**config.mk**
```make
export PLATFORM = sky130hd
export DESIGN_NAME = two_step_seq_flat
export DESIGN_NICKNAME = d
export VERILOG_FILES = /design/src/rtl/two_step_seq_if.sv /design/src/rtl/two_step_seq.sv /design/src/flat_wrapper.sv
export SDC_FILE = /design/constraint.sdc
export NUM_CORES = 1
export LEC_CHECK = 0
export ABC_AREA = 1
export CAP_MARGIN = 15
export CORE_ASPECT_RATIO = 1.1
export CORE_MARGIN = 1.5
export CORE_UTILIZATION = 47
export CTS_CLUSTER_DIAMETER = 60
export DETAILED_ROUTE_END_ITERATION = 6
export PLACE_DENSITY = 0.81
export SLEW_MARGIN = 10
export SYNTH_ARGS = -nofsm -noshare
export SYNTH_HDL_FRONTEND = slang
export SYNTH_SLANG_ARGS = --single-unit
export TNS_END_PERCENT = 5
```
**constraint.sdc**
```tcl
create_clock -name clk_i -period 1.5 [get_ports clk_i]
set_input_delay 0.45 -clock clk_i [delete_from_list [all_inputs] [get_ports clk_i]]
set_output_delay 0.45 -clock clk_i [all_outputs]
set_load 0.005 [all_outputs]
```
**src/rtl/two_step_seq_if.sv**
```systemverilog
// two_step_seq_if
//   Bundles the conversion request, comparator banks and sequencer outputs
//   of the two-step ADC sequencer.
//   master : drives start_i / coarse_therm_i / fine_therm_i, observes the rest
//   slave  : the sequencer itself
interface two_step_seq_if;
   logic       start_i;
   logic [6:0] coarse_therm_i;
   logic [6:0] fine_therm_i;
   logic       busy_o;
   logic       sample_o;
   logic       coarse_latch_o;
   logic       fine_latch_o;
   logic [2:0] dac_code_o;
   logic [2:0] msb_o;
   logic [2:0] lsb_o;
   logic       align_vld_o;

   modport master (
      output start_i, coarse_therm_i, fine_therm_i,
      input  busy_o, sample_o, coarse_latch_o, fine_latch_o,
             dac_code_o, msb_o, lsb_o, align_vld_o
   );

   modport slave (
      input  start_i, coarse_therm_i, fine_therm_i,
      output busy_o, sample_o, coarse_latch_o, fine_latch_o,
             dac_code_o, msb_o, lsb_o, align_vld_o
   );
endinterface

```
**src/rtl/two_step_seq.sv**
```systemverilog
// two_step_seq
//   Conversion sequencer for the 3-bit coarse + 3-bit fine two-step ADC.
//   Drives track/hold, coarse/fine comparator strobes and the residue DAC,
//   encodes both thermometer banks and presents msb/lsb with a one-cycle skew
//   for the downstream aligner; align_vld_o marks the aligned word.
//
//   Parameters : SAMPLE_CYC (1..15) track cycles, SETTLE_CYC (1..15) residue
//                settle cycles.
//   Ports      : clk_i, reset_ni (async, active low), bus (two_step_seq_if.slave)
//   Macro      : TWO_STEP_BUBBLE_CORR_EN enables a 3-input majority bubble
//                filter on each thermometer bank ahead of the encoder.
//
//   state  | meaning
//   IDLE   | waiting for start_i
//   SAMPLE | track/hold tracking, SAMPLE_CYC cycles
//   CLATCH | coarse strobe; coarse code captured at closing edge
//   SETTLE | residue DAC/amp settling, SETTLE_CYC cycles
//   FLATCH | fine strobe; fine code captured, msb updated at closing edge
//   LOUT   | lsb updated and vld flag set at closing edge; start_i re-sampled
module two_step_seq #(
   parameter int unsigned SAMPLE_CYC = 2,
   parameter int unsigned SETTLE_CYC = 2
) (
   input logic          clk_i,
   input logic          reset_ni,
   two_step_seq_if.slave bus
);

   typedef enum logic [2:0] {
      IDLE   = 3'd0,
      SAMPLE = 3'd1,
      CLATCH = 3'd2,
      SETTLE = 3'd3,
      FLATCH = 3'd4,
      LOUT   = 3'd5
   } state_t;

   localparam logic [3:0] SAMPLE_LOAD = 4'(SAMPLE_CYC - 1);
   localparam logic [3:0] SETTLE_LOAD = 4'(SETTLE_CYC - 1);

   function automatic logic [2:0] therm_enc(input logic [6:0] t);
      logic [2:0] code;
      if      (t[6]) code = 3'd7;
      else if (t[5]) code = 3'd6;
      else if (t[4]) code = 3'd5;
      else if (t[3]) code = 3'd4;
      else if (t[2]) code = 3'd3;
      else if (t[1]) code = 3'd2;
      else if (t[0]) code = 3'd1;
      else           code = 3'd0;
      return code;
   endfunction

   logic [6:0] coarse_filt;
   logic [6:0] fine_filt;

`ifdef TWO_STEP_BUBBLE_CORR_EN
   // Below threshold 0 counts as set, above threshold 6 counts as clear.
   function automatic logic [6:0] bubble_fix(input logic [6:0] t);
      logic [8:0] x;
      logic [6:0] f;
      x = {1'b0, t, 1'b1};
      for (int k = 0; k < 7; k++) begin
         f[k] = (x[k] & x[k+1]) | (x[k] & x[k+2]) | (x[k+1] & x[k+2]);
      end
      return f;
   endfunction

   assign coarse_filt = bubble_fix(bus.coarse_therm_i);
   assign fine_filt   = bubble_fix(bus.fine_therm_i);
`else
   assign coarse_filt = bus.coarse_therm_i;
   assign fine_filt   = bus.fine_therm_i;
`endif

   state_t     state_q, state_d;
   logic [3:0] cnt_q, cnt_d;
   logic [2:0] coarse_q, coarse_d;
   logic [2:0] fine_q, fine_d;
   logic [2:0] msb_q, msb_d;
   logic [2:0] lsb_q, lsb_d;
   logic       vld_q, vld_d;
   logic       align_vld_q, align_vld_d;
   logic       busy_q, busy_d;
   logic       sample_q, sample_d;
   logic       clatch_q, clatch_d;
   logic       flatch_q, flatch_d;

   always_comb begin
      state_d     = state_q;
      cnt_d       = cnt_q;
      coarse_d    = coarse_q;
      fine_d      = fine_q;
      msb_d       = msb_q;
      lsb_d       = lsb_q;
      vld_d       = 1'b0;
      align_vld_d = vld_q;

      unique case (state_q)
         IDLE: begin
            if (bus.start_i) begin
               state_d = SAMPLE;
               cnt_d   = SAMPLE_LOAD;
            end
         end
         SAMPLE: begin
            if (cnt_q == 4'd0) state_d = CLATCH;
            else               cnt_d   = cnt_q - 4'd1;
         end
         CLATCH: begin
            coarse_d = therm_enc(coarse_filt);
            state_d  = SETTLE;
            cnt_d    = SETTLE_LOAD;
         end
         SETTLE: begin
            if (cnt_q == 4'd0) state_d = FLATCH;
            else               cnt_d   = cnt_q - 4'd1;
         end
         FLATCH: begin
            fine_d  = therm_enc(fine_filt);
            msb_d   = coarse_q;
            state_d = LOUT;
         end
         LOUT: begin
            lsb_d = fine_q;
            vld_d = 1'b1;
            if (bus.start_i) begin
               state_d = SAMPLE;
               cnt_d   = SAMPLE_LOAD;
            end else begin
               state_d = IDLE;
            end
         end
         default: state_d = IDLE;
      endcase

      // Strobes are decoded from the next state so they are flop outputs
      // that line up exactly with the state they belong to.
      busy_d   = (state_d != IDLE);
      sample_d = (state_d == SAMPLE);
      clatch_d = (state_d == CLATCH);
      flatch_d = (state_d == FLATCH);
   end

   always_ff @(posedge clk_i or negedge reset_ni) begin
      if (!reset_ni) begin
         state_q     <= IDLE;
         cnt_q       <= 4'd0;
         coarse_q    <= 3'd0;
         fine_q      <= 3'd0;
         msb_q       <= 3'd0;
         lsb_q       <= 3'd0;
         vld_q       <= 1'b0;
         align_vld_q <= 1'b0;
         busy_q      <= 1'b0;
         sample_q    <= 1'b0;
         clatch_q    <= 1'b0;
         flatch_q    <= 1'b0;
      end else begin
         state_q     <= state_d;
         cnt_q       <= cnt_d;
         coarse_q    <= coarse_d;
         fine_q      <= fine_d;
         msb_q       <= msb_d;
         lsb_q       <= lsb_d;
         vld_q       <= vld_d;
         align_vld_q <= align_vld_d;
         busy_q      <= busy_d;
         sample_q    <= sample_d;
         clatch_q    <= clatch_d;
         flatch_q    <= flatch_d;
      end
   end

   assign bus.busy_o         = busy_q;
   assign bus.sample_o       = sample_q;
   assign bus.coarse_latch_o = clatch_q;
   assign bus.fine_latch_o   = flatch_q;
   assign bus.dac_code_o     = coarse_q;
   assign bus.msb_o          = msb_q;
   assign bus.lsb_o          = lsb_q;
   assign bus.align_vld_o    = align_vld_q;

endmodule

```
**src/flat_wrapper.sv**
```systemverilog
// flat-port wrapper written by rule: the top's interface ports become plain ports
module two_step_seq_flat 
#(
   parameter int unsigned SAMPLE_CYC = 2,
   parameter int unsigned SETTLE_CYC = 2
)
  (clk_i, reset_ni, bus_start_i, bus_coarse_therm_i, bus_fine_therm_i, bus_busy_o, bus_sample_o, bus_coarse_latch_o, bus_fine_latch_o, bus_dac_code_o, bus_msb_o, bus_lsb_o, bus_align_vld_o);
  two_step_seq_if bus_i ();
  input logic clk_i;
  input logic reset_ni;
  input wire logic [$bits(bus_i.start_i)-1:0] bus_start_i;
  input wire logic [$bits(bus_i.coarse_therm_i)-1:0] bus_coarse_therm_i;
  input wire logic [$bits(bus_i.fine_therm_i)-1:0] bus_fine_therm_i;
  output wire logic [$bits(bus_i.busy_o)-1:0] bus_busy_o;
  output wire logic [$bits(bus_i.sample_o)-1:0] bus_sample_o;
  output wire logic [$bits(bus_i.coarse_latch_o)-1:0] bus_coarse_latch_o;
  output wire logic [$bits(bus_i.fine_latch_o)-1:0] bus_fine_latch_o;
  output wire logic [$bits(bus_i.dac_code_o)-1:0] bus_dac_code_o;
  output wire logic [$bits(bus_i.msb_o)-1:0] bus_msb_o;
  output wire logic [$bits(bus_i.lsb_o)-1:0] bus_lsb_o;
  output wire logic [$bits(bus_i.align_vld_o)-1:0] bus_align_vld_o;
  assign bus_i.start_i = bus_start_i;
  assign bus_i.coarse_therm_i = bus_coarse_therm_i;
  assign bus_i.fine_therm_i = bus_fine_therm_i;
  assign bus_busy_o = bus_i.busy_o;
  assign bus_sample_o = bus_i.sample_o;
  assign bus_coarse_latch_o = bus_i.coarse_latch_o;
  assign bus_fine_latch_o = bus_i.fine_latch_o;
  assign bus_dac_code_o = bus_i.dac_code_o;
  assign bus_msb_o = bus_i.msb_o;
  assign bus_lsb_o = bus_i.lsb_o;
  assign bus_align_vld_o = bus_i.align_vld_o;
  two_step_seq #(.SAMPLE_CYC(SAMPLE_CYC), .SETTLE_CYC(SETTLE_CYC)) u_core (.clk_i(clk_i), .reset_ni(reset_ni), .bus(bus_i));
endmodule
```
; After elaboration in Yosys (flattened, before gate mapping)
; Index checks and enable logic that the tools add are counted.
[word_totals]
ff_bits = 25
latch_bits = 0
mem_bits_rw = 0
rom_bits = 0
wordCells = 53
memories = 0
[op_classes]
n_addsub = 1
n_mul = 0
div = 0
magnitude_cmp = 0
eq_ne = 10
shift = 0
mux = 23
bitwise_logic = 0
reduce_logical = 7
[op_table]
columns = operator, n
row1 = $mux 3, 15
row2 = $pmux 3 s6, 1
row3 = $pmux 4 s3, 1
row4 = $eq 3x2->1 const B, 3
row5 = $eq 3x3->1 const B, 3
row6 = $mux 4, 2
row7 = $eq 3x1->1 const B, 2
row8 = $reduce_bool 3->1, 2
row9 = $logic_not 4->1, 1
row10 = $mux 1, 4
row11 = $reduce_or 2->1, 2
row12 = $sub 4x1->4 const B, 1
row13 = $logic_not 3->1, 1
row14 = $reduce_and 3->1, 1
row15 = $ne 2x1->1 const B, 1
row16 = $ne 2x2->1 const B, 1

; Depth between registers and ports, before layout
[logic_depth]
word_depth = 7
mapped_depth = 8
mapped_depth_nobuf = 8

; Least setup slack after synthesis
; No wires, ideal clock.
[synth_timing]
kind = register to register
from = reg u_core.cnt_q[0]
to = reg u_core.busy_q, in the netlist u_core.bus.busy_o
arrival_time_ns = 1.184
slack_ns = 0.194
path_stages_with_launch = 8
period_less_slack_ns = 1.306
path_cell_list = dfrtp_1 inv_1 ha_1 nand3_1 nand2_1 nand4_1 nor2_1 nand2_1
[synth_via]
elab_chain_cells = 4
word_cells_on_any_way = 5
[synth_rtl]
columns = element, line_no
row1 = from (decl), two_step_seq.sv:77  ; logic [3:0] cnt_q, cnt_d;
row2 = from (signal assigned), two_step_seq.sv:161  ; cnt_q <= cnt_d;
row3 = $logic_not 4->1 *, "two_step_seq.sv:107, two_step_seq.sv:116"
row4 = $mux 3 (on tied branches), "two_step_seq.sv:116, two_step_seq.sv:107"
row5 = $pmux 3 s6 *, two_step_seq.sv:99  ; unique case (state_q)
row6 = $reduce_bool 3->1 *, two_step_seq.sv:139  ; busy_d = (state_d != IDLE);
row7 = net u_core.busy_d, two_step_seq.sv:84  ; logic busy_q, busy_d;
row8 = to (signal assigned), two_step_seq.sv:168  ; busy_q <= busy_d;
row9 = to (decl), two_step_seq.sv:84
; The timed path passes the listed nets; every way through them passes the cells marked *.
; A chain may end at the register's enable or synchronous reset.

; Worst setup path after layout
[layout_timing]
from = reg u_core.coarse_q[2], in the netlist u_core.bus.dac_code_o[2]
to = out bus_dac_code_o[2]
[layout_lines]
columns = element, line_no
row1 = from (decl), two_step_seq.sv:78  ; logic [2:0] coarse_q, coarse_d;
row2 = from (signal assigned), two_step_seq.sv:162  ; coarse_q <= coarse_d;
row3 = to (decl), flat_wrapper.sv:18  ; output wire logic [$bits(bus_i.dac_code_o)-1:0] bus_dac_code_o;
; No word-level cell between the ends.

==> metrics.txt <==
# TYPE chip_impl_metric gauge
chip_impl_metric{name="drive_above_1_share",unit=""} 0.124
chip_impl_metric{name="fin_setup_tns",unit="ns"} 0
chip_impl_info{name="clock-root-buffer",value="sky130_fd_sc_hd__clkbuf_4"} 1
chip_impl_metric{name="switchingPower",unit="uW"} 1100
chip_impl_metric{name="cp.required",unit="ns"} 1.05
chip_impl_metric{name="vdd_drop_max",unit="V"} 0.00117
chip_impl_metric{name="initial_core_util",unit=""} 0.512
chip_impl_metric{name="final_antenna_net_count",unit=""} 0
chip_impl_metric{name="grt_start_max_net_pins",unit=""} 26
chip_impl_metric{name="maxClockFrequency",unit="GHz"} 0.689
chip_impl_metric{name="crit_fanout",unit=""} 2
chip_impl_metric{name="slew_headroom",unit=""} 0.838
chip_impl_metric{name="synth.cell_area",unit="sq mm"} 0.00118
chip_impl_info{name="crit_path_start_kind",value="flop"} 1
chip_impl_metric{name="power.density",unit="mW/mm^2"} 1730
chip_impl_metric{name="drv_slew",unit=""} 0
chip_impl_metric{name="final_area",unit="sq mm"} 0.00158
chip_impl_metric{name="post_layout_net_count",unit=""} 205
chip_impl_info{name="tritoncts",value="built"} 1
chip_impl_metric{name="synth_warnings",unit=""} 0
chip_impl_metric{name="track_usage",unit=""} 0.204
chip_impl_metric{name="die_w",unit="um"} 50.7
chip_impl_metric{name="p_seq_frac",unit=""} 0.406
chip_impl_metric{name="placed_area",unit="sq mm"} 0.00154
chip_impl_metric{name="clock_slew_seen_by_the_registers_of_the_worst_setup_and_hold_paths",unit="ns"} 0.14
chip_impl_metric{name="cts_buffer_depth",unit=""} 2
chip_impl_metric{name="synth_fp_nets",unit=""} 165
chip_impl_metric{name="numClockSinks",unit=""} 25
chip_impl_metric{name="portBuffers",unit=""} 30
chip_impl_metric{name="power_leakage",unit="uW"} 0.000850
chip_impl_metric{name="dr_wl_cell",unit="um"} 12.0
chip_impl_metric{name="place.detailed.hpwl",unit="um"} 1970
chip_impl_metric{name="worstSkewPairLatency",unit="ns"} 0.31
chip_impl_metric{name="drt-initial-drc-count",unit=""} 13
chip_impl_metric{name="finalCritPeriodShare",unit=""} 0.967
chip_impl_info{name="cp_slowest_cell",value="sky130_fd_sc_hd__dfrtp_1"} 1
chip_impl_metric{name="critical-path-max-stage-delay",unit="ns"} 0.42
chip_impl_metric{name="yosys_register_bits",unit=""} 25
chip_impl_metric{name="totalWireLength",unit="um"} 2600
chip_impl_metric{name="power.combinational.fraction",unit=""} 0.481
chip_impl_metric{name="yosysTopAreaCellShare",unit=""} 0.532
chip_impl_metric{name="detail_route.vias_per_cell",unit=""} 5.02
chip_impl_metric{name="grt_antenna_before_repair",unit=""} 0
chip_impl_info{name="synth_top_area_cell",value="sky130_fd_sc_hd__dfrtp_1"} 1
chip_impl_metric{name="design.core.area",unit="sq mm"} 0.00230
chip_impl_metric{name="report.final.hold_viol_count",unit=""} 0
chip_impl_metric{name="p_int",unit="uW"} 1620
chip_impl_info{name="status",value="finished clean"} 1
chip_impl_metric{name="detailroute.via_count",unit=""} 1085
chip_impl_info{name="timing.critical_path.to_type",value="output pin"} 1
chip_impl_metric{name="row_count",unit=""} 18
chip_impl_metric{name="first_pass_grt_wire_length",unit="um"} 4420
chip_impl_metric{name="io-pin-count",unit=""} 31
chip_impl_metric{name="tritoncts.num_buffers",unit=""} 3
chip_impl_metric{name="gpl.final_weighted_congestion",unit=""} 0.808
chip_impl_metric{name="die_y",unit="um"} 55.5
chip_impl_metric{name="clk_skew",unit="ns"} 0.00439
chip_impl_metric{name="ys_seq_area_frac",unit=""} 0.532
chip_impl_info{name="mostFrequentLayoutCells",value="43 x sky130_fd_sc_hd__nand2_1, 25 x sky130_fd_sc_hd__dfrtp_1, 23 x sky130_fd_sc_hd__inv_1"} 1
chip_impl_metric{name="area.growth.synth_to_final",unit="%"} 34.1
chip_impl_metric{name="critical_path_arrival",unit="ns"} 1.00
chip_impl_metric{name="overflow",unit=""} 0
chip_impl_info{name="critical_path_class",value="reg2out"} 1
chip_impl_metric{name="synthCells",unit=""} 147
chip_impl_info{name="worst_path_dominant_cell_family",value="flip-flops"} 1
chip_impl_metric{name="netSwitchingFraction",unit=""} 0.404
chip_impl_info{name="crit_path_cell_trace",value="dlygate4sd2_1"} 1
chip_impl_metric{name="yosysUniqueCellTypes",unit=""} 21
chip_impl_info{name="synthTopCellsByArea",value="sky130_fd_sc_hd__dfrtp_1 53%, sky130_fd_sc_hd__nand2_1 14%, sky130_fd_sc_hd__inv_1 7.3%, sky130_fd_sc_hd__nor2_1 5.7%, sky130_fd_sc_hd__nand3_1 2.1%"} 1
chip_impl_metric{name="first_global_vias",unit=""} 1061
chip_impl_metric{name="detailedRoute.firstPassIterationCount",unit=""} 4
chip_impl_metric{name="cp_num_buf_inv",unit=""} 1
chip_impl_metric{name="clock_power_share",unit=""} 0.113
chip_impl_metric{name="cts.htree.levels",unit=""} 1
chip_impl_metric{name="fill_cells",unit=""} 216
chip_impl_info{name="grt_setup_unrepaired",value="no"} 1
chip_impl_info{name="layout_commonest_cell",value="sky130_fd_sc_hd__nand2_1"} 1
chip_impl_metric{name="max_cap_viols",unit=""} 0
chip_impl_metric{name="clock_period_minus_worst_slack",unit="ns"} 1.45
chip_impl_metric{name="insertedDiodeCount",unit=""} 0
chip_impl_metric{name="fp.dieArea",unit="sq mm"} 0.00281
chip_impl_info{name="holdCritPathClass",value="reg2reg"} 1
chip_impl_metric{name="tightestPinTransition",unit="ns"} 0.243
chip_impl_metric{name="setup_viol",unit=""} 0
chip_impl_metric{name="cts.hold.buffers_added",unit=""} 0
chip_impl_metric{name="syn_area_per_cell",unit="sq um"} 8.00
chip_impl_metric{name="post-route-drc-count",unit=""} 0
==> state kept, by name, summed over array words and instances, names as in the netlist <==
register and count:
u_core.bus.fine_latch_o 1, u_core.state_q 3, u_core.bus.dac_code_o 3, u_core.bus.sample_o 1, u_core.align_vld_d 1, u_core.cnt_q 4
u_core.bus.coarse_latch_o 1, u_core.bus.lsb_o 3, u_core.bus.msb_o 3, u_core.bus.align_vld_o 1, u_core.fine_q 3, u_core.bus.busy_o 1
==> Yosys cell counts (all sizes together) <==
library cell,instances
ha,1
inv,27
or2,1
nor3,1
buf,1
a21oi,4
o21ai,9
a22oi,2
nand3,6
nand4,3
nor2,20
dfrtp,25
a31oi,2
nand2,45
==> final timing paths <==
path | start | end | slack [ns] | cells after the start
max | u_core.bus.dac_code_o[2]$_DFFE_PN0P_ | bus_dac_code_o[2] | 0.05 | 1
min | u_core.align_vld_d$_DFF_PN0_ | u_core.bus.align_vld_o$_DFF_PN0_ | 0.38 | 0
max reg2reg | u_core.cnt_q[0]$_DFFE_PN0P_ | u_core.bus.busy_o$_DFF_PN0_ | 0.10 | 7
min reg2reg | u_core.align_vld_d$_DFF_PN0_ | u_core.bus.align_vld_o$_DFF_PN0_ | 0.38 | 0
max in group asynchronous | reset_ni | u_core.align_vld_d$_DFF_PN0_ | 0.88 | 2
min in group asynchronous | reset_ni | u_core.bus.busy_o$_DFF_PN0_ | 0.47 | 2
==> kinds of logic after synthesis <==
kind of cell | share of synthesized area
adders and majority gates | 0.0106
AOI/OAI and AO/OA | 0.0819
DFF | 0.532
and+or+nand+nor | 0.280
buffers and inverters | 0.0957
==> layout make-up <==
class                           instances  area [sq um]  area share
Sequential cell                        25           626       0.397
Clock buffer                            3          22.5      0.0143
Multi-Input combinational cell         94           443       0.281
Timing Repair Buffer                   36           340       0.216
Inverter                               27           101      0.0642
Clock inverter                          1          7.51     0.00476
Tap cell                               30          37.5      0.0238
==> through the flow <==
step / util / hold slack (ns) / power [uW] / setup slack [ns] / instances
2_1_floorplan: - / 0.154 / 1880 / 0.194 / 147
3_3_place_gp: 0.669 / 0.332 / 2400 / -0.0493 / 209
3_5_place_dp: 0.669 / 0.348 / 2480 / -0.121 / 209
4_1_cts: 0.685 / 0.380 / 2720 / 0.0222 / 216
5_1_grt: 0.687 / 0.390 / 2940 / 0.00325 / 216
6_report: 0.687 / 0.377 / 2720 / 0.0488 / 216
==> timing repair <==
action / CTS / global route
buffers inserted: 3 / 0
gates resized for setup: 14 / 1
endpoints found under the setup margin: 14 / 6
==> power groups by stage <==
stage	Clock, uW	Sequential (uW)	Combinational, uW
CTS	313	1100	1300
finish	308	1110	1310
global route	343	1130	1470
detailed placement	0	1130	1350
global placement	0	1120	1280
floorplan	0	1120	766
==> routing by layer <==
| layer | vias to the layer above | GRT usage | wire length [um] | share of wire |
|---|---|---|---|---|
| met3 | 2 | 0.0189 | 105 | 0.040 |
| met4 | 0 | 0.0849 | 34 | 0.013 |
| met5 | - | 0 | 0 | 0 |
| li1 | 532 | - | - | - |
| met2 | 35 | 0.380 | 1450 | 0.56 |
| met1 | 516 | 0.233 | 1010 | 0.39 |
Note: power is estimated with default switching activity, not from simulation.
